## src/rtl/thermo_decoder.sv

```systemverilog
`default_nettype none
// thermo_decoder -- two-stage valid/ready decoder from thermometer code to index, with bubble detection
// and a saturating bubble counter. Revision 1.0

module thermo_decoder #(
  parameter  int WIDTH = 16,
  localparam int IDXW  = $clog2(WIDTH)
) (
  input  logic            clk,
  input  logic            rst_n,
  input  logic            in_valid,
  output logic            in_ready,
  input  logic [WIDTH-1:0] in_data,
  output logic            out_valid,
  input  logic            out_ready,
  output logic [IDXW-1:0] out_idx,
  output logic            out_zero,
  output logic            out_err,
  output logic [7:0]      err_cnt,
  input  logic            err_clr
);

  logic [IDXW-1:0] k;
  logic            zero_word;
  logic            legal_word;
  logic            bubble_word;

  logic            s1_valid;
  logic [IDXW-1:0] s1_idx;
  logic            s1_zero;
  logic            s1_err;

  logic            s2_load;
  logic            s1_adv;
  logic            accept;
  logic            consume;

  // Scanning down from the MSB leaves the lowest set bit as the final winner.
  always_comb begin
    k = '0;
    for (int i = WIDTH - 1; i >= 0; i--) begin
      if (in_data[i]) k = IDXW'(i);
    end
  end

  assign zero_word   = (in_data == '0);
  assign legal_word  = (in_data == ({WIDTH{1'b1}} << k));
  assign bubble_word = !zero_word && !legal_word;

  assign s2_load  = !out_valid || out_ready;
  assign s1_adv   = s2_load || !s1_valid;
  // Gated by rst_n so the block refuses words while held in reset.
  assign in_ready = rst_n && s1_adv;
  assign accept   = in_valid && in_ready;
  assign consume  = out_valid && out_ready;

  always_ff @(posedge clk or negedge rst_n) begin
    if (!rst_n) begin
      s1_valid <= 1'b0;
      s1_idx   <= '0;
      s1_zero  <= 1'b0;
      s1_err   <= 1'b0;
    end else if (s1_adv) begin
      s1_valid <= accept;
      if (accept) begin
        s1_idx  <= k;
        s1_zero <= zero_word;
        s1_err  <= bubble_word;
      end
    end
  end

  always_ff @(posedge clk or negedge rst_n) begin
    if (!rst_n) begin
      out_valid <= 1'b0;
      out_idx   <= '0;
      out_zero  <= 1'b0;
      out_err   <= 1'b0;
    end else if (s2_load) begin
      out_valid <= s1_valid;
      if (s1_valid) begin
        out_idx  <= s1_idx;
        out_zero <= s1_zero;
        out_err  <= s1_err;
      end
    end
  end

  always_ff @(posedge clk or negedge rst_n) begin
    if (!rst_n) begin
      err_cnt <= 8'd0;
    end else if (err_clr) begin
      err_cnt <= 8'd0;
    end else if (consume && out_err && (err_cnt != 8'hFF)) begin
      err_cnt <= err_cnt + 8'd1;
    end
  end

endmodule

`default_nettype wire

```

## config.mk

```make
export PLATFORM = sky130hd
export DESIGN_NAME = thermo_decoder
export DESIGN_NICKNAME = d
export VERILOG_FILES = /design/src/rtl/thermo_decoder.sv
export SDC_FILE = /design/constraint.sdc
export NUM_CORES = 1
export LEC_CHECK = 0
export CAP_MARGIN = 20
export CORE_MARGIN = 3
export CORE_UTILIZATION = 50
export DETAILED_ROUTE_END_ITERATION = 8
export PLACE_DENSITY = 0.9
export SYNTH_ARGS = -nofsm -noshare
export SYNTH_HDL_FRONTEND = slang
export SYNTH_SLANG_ARGS = --single-unit
```

## constraint.sdc

```tcl
create_clock -name clk -period 2.9 [get_ports clk]
set_input_delay 0.725 -clock clk [delete_from_list [all_inputs] [get_ports clk]]
set_output_delay 0.725 -clock clk [all_outputs]
set_load 0.005 [all_outputs]
```

==> results of run 1 <==
[per-stage QoR]
step / util [%] / worst slack, ns / std cells / cell area, um^2
2_1_floorplan: - / 0.4656 / 136 / 1292
3_3_place_gp: 77.43 / -0.05223 / 216 / 1812
3_5_place_dp: 77.43 / -0.07895 / 216 / 1812
4_1_cts: 78.98 / 0.1442 / 220 / 1848
5_1_grt: 78.98 / 0.03951 / 220 / 1848
6_report: 78.98 / 0.1465 / 220 / 1848
[state kept, by name, summed over array words and instances, names as in the netlist]
| register | cells |
|---|---|
| out_idx | 4 |
| s1_valid | 1 |
| s1_zero | 1 |
| out_valid | 1 |
| out_err | 1 |
| s1_idx | 4 |
| out_zero | 1 |
| s1_err | 1 |
| err_cnt | 8 |
[critical path, cell delays in order]
cell             delay [ns]
clkdlybuf4s50_1        0.50
nand3b_1               0.15
and2_1                 0.15
clkdlybuf4s50_1        0.50
[layout by cell type (no fill, tap or decap), types with 2 or more instances in the layout]
master           synthesis  layout
o211ai_1                 2       2
a2111oi_0                2       2
nand3_1                  3       3
xnor2_1                  2       2
buf_4                    0      17
mux2_2                   6       6
and3_1                   2       2
nor2_1                  16      16
nor3_1                   4       4
a221oi_1                 2       2
o21ai_2                  2       2
inv_1                    4       4
and2_1                   4       4
or4_1                    2       2
nand4_1                  3       3
clkbuf_4                 0       3
nor4_1                   3       3
dfrtp_1                 22      22
nand2_1                 15      15
xor2_1                   5       5
o31ai_1                  2       2
nand2b_1                 3       3
o21ai_0                  7       7
clkdlybuf4s50_1          0      36
a21oi_1                  3       3
[power breakdown]
group | total, mW | leakage (nW) | switching, mW | internal (mW)
clock | 0.172 | 0.0210 | 0.0955 | 0.0768
sequential | 0.338 | 0.289 | 0.0137 | 0.325
combinational | 0.159 | 0.462 | 0.0699 | 0.0894
total | 0.670 | 0.772 | 0.179 | 0.491
[layer usage]
metal | vias to the layer above | track usage, % | routed length, um
li1 | 627 | - | -
met1 | 604 | 26.11 | 1355
met2 | 60 | 39.11 | 1744
met3 | 5 | 2.069 | 202
met4 | 0 | 11.26 | 65
met5 | - | 0 | 0
[synth_stat cells, types with 2 or more instances]
cell type  count  area [um^2]
xnor2_1        2        17.52
nor2_1        16        60.06
o21ai_2        2        17.52
mux2_2         6        67.56
nand4_1        3        18.77
o31ai_1        2        15.01
a221oi_1       2        17.52
o211ai_1       2        15.01
nand2_1       15        56.30
nand3_1        3        15.01
a2111oi_0      2        17.52
nand2b_1       3        18.77
nor3_1         4        20.02
dfrtp_1       22        550.5
o21ai_0        7        35.03
or4_1          2        15.01
inv_1          4        15.01
and2_1         4        25.02
and3_1         2        12.51
nor4_1         3        18.77
a21oi_1        3        15.01
xor2_1         5        43.79
[cells by family (layout without fill, tap and decap cells)]
logic type	Yosys count	in the layout	share of synthesized area, %
adders and majority gates	1	1	0.9679
xor gates and xnor gates	7	7	4.744
and+or+nand+nor	63	63	26.62
buffers and inverters	5	61	1.451
muxes	7	7	6.002
DFF	22	22	42.59
AOI/OAI and AO/OA	31	31	17.62
[how the worst max path moves through the flow]
| stage | start | to | slack [ns] | cells after the start |
|---|---|---|---|---|
| finish | out_ready | in_ready | 0.15 | 4 |
| global route | in_data[14] | s1_err | 0.04 | 8 |
| CTS | out_ready | in_ready | 0.14 | 4 |
| detailed placement | in_data[11] | s1_err | -0.08 | 8 |
| global placement | in_data[7] | s1_err | -0.05 | 8 |
| floorplan | in_data[8] | s1_err | 0.47 | 7 |
[cell type report]
class,instances,area (um^2)
Multi-Input combinational cell,109,723.2
Clock buffer,4,36.28
Inverter,4,15.01
Sequential cell,22,550.5
Timing Repair Buffer,53,488.0
Fill cell,153,491.7
Tap cell,28,35.03
==> metrics.yaml, run 1 <==
cts:
  clk_latency_ns: 0.31
  cts_resized: 0
  cts_root_buffer: "clkbuf_4"
  cts_tree: "done"
  cts.clk_slew.worst_paths_ns: 0.12
  htree_levels: 1
  numCtsBuffers: 3
  cts_hold_buf: 0
  cts_buffer_depth: 2
  cts_sinks: 22
  cts_setup_buffers: 0
logic_synthesis:
  synthArstFlopShare_pct: 100.0
  ys_warn_count: 0
  syn_avg_cell_area_um2: 9.504
  synth_flop_cell: "dfrtp_1"
  synth-edff-count: 0
  syn_nets: 158
  ys_seq_area_share_pct: 42.59
  syn_inst: 136
  synth-seq-cells: 22
  synth_area_um2: 1292
  synth.distinct_cells: 44
power_and_ir_drop:
  ir_drop_mv: 0.2672
  cellPowerDensity_nw_per_um2: 362.6
  p_leak_nw: 0.7716
  power_uw: 670.1
outcome:
  status: "completed"
grt:
  grt_usage_pct: 22.04
  grt-ovfl-total: 0
  antenna_found_initial: 0
  grt_pass1_vias: 1279
  grt_start_max_net_pins: 24
  grt_pass1_wl_mm: 5.623
critical_path:
  crit_path_end_kind: "output pin"
  crit_type: "in -> out"
  required_ns: 2.17
  r2r_cells: 8
  start_kind: "primary input"
  cp.arrival_ns: 2.03
  r2r_setup_slack_ns: 1.02
  regToRegEndpoint: "err_cnt[5]"
  crit_fanout: 3
  timing.rr.start: "err_cnt[3]"
sta:
  tns_ns: 0
  whs_ns: 0.5004
  rsz0062_at_grt: "false"
  slew_headroom_pct: 54.49
  hold_violations: 0
  fin_skew_ns: 0.001132
  setup_viol: 0
  period_needed_ns: 2.754
  fmax_ghz: 0.3632
  finalMaxSlewViolations: 0
  fin_crit_sh_pct: 94.95
  tightest_slew_ns: 0.6755
routing:
  firstDrtPassIters: 4
  ant_nets: 0
  drt_iter0_drc: 44
  vias: 1296
  wl_mm: 3.368
  post_drt_wl_per_cell_um: 15.31
  vias_per_cell: 5.891
  drc: 0
worst_hold_path:
  holdPathEnd: "s1_idx[0]"
  hp-start: "s1_idx[0]"
  hp-class: "reg -> reg"
  hold_path_depth: 2
placement:
  portBuffers: 36
  place.gp.congestion: 0.9613
  place.detailed.hpwl_mm: 2.789
floorplanning:
  die_w_um: 56.84
  die_y_um: 56.84
  initial_utilization_pct: 55.24
  dieArea_um2: 3231
  core_area_um2: 2340
  io_pins: 37
  num_rows: 17
finish:
  diodes: 0
  drive_gt1_share_pct: 18.23
  final_net_count: 215
  area_growth_pct: 42.98
job:
  cap_violations: 0
No activity file was read; power rests on OpenSTA's default activity.
==> run 2, diff against run 1 <==
--- a/config.mk
+++ b/config.mk
@@ -8,8 +8,10 @@
 export CAP_MARGIN = 20
 export CORE_MARGIN = 3
 export CORE_UTILIZATION = 50
+export CTS_CLUSTER_SIZE = 8
 export DETAILED_ROUTE_END_ITERATION = 8
 export PLACE_DENSITY = 0.9
 export SYNTH_ARGS = -nofsm -noshare
 export SYNTH_HDL_FRONTEND = slang
 export SYNTH_SLANG_ARGS = --single-unit
+export TNS_END_PERCENT = 5
==> results of run 2 <==
Same layout as run 1: the final DEF is identical, and so are final timing and power.
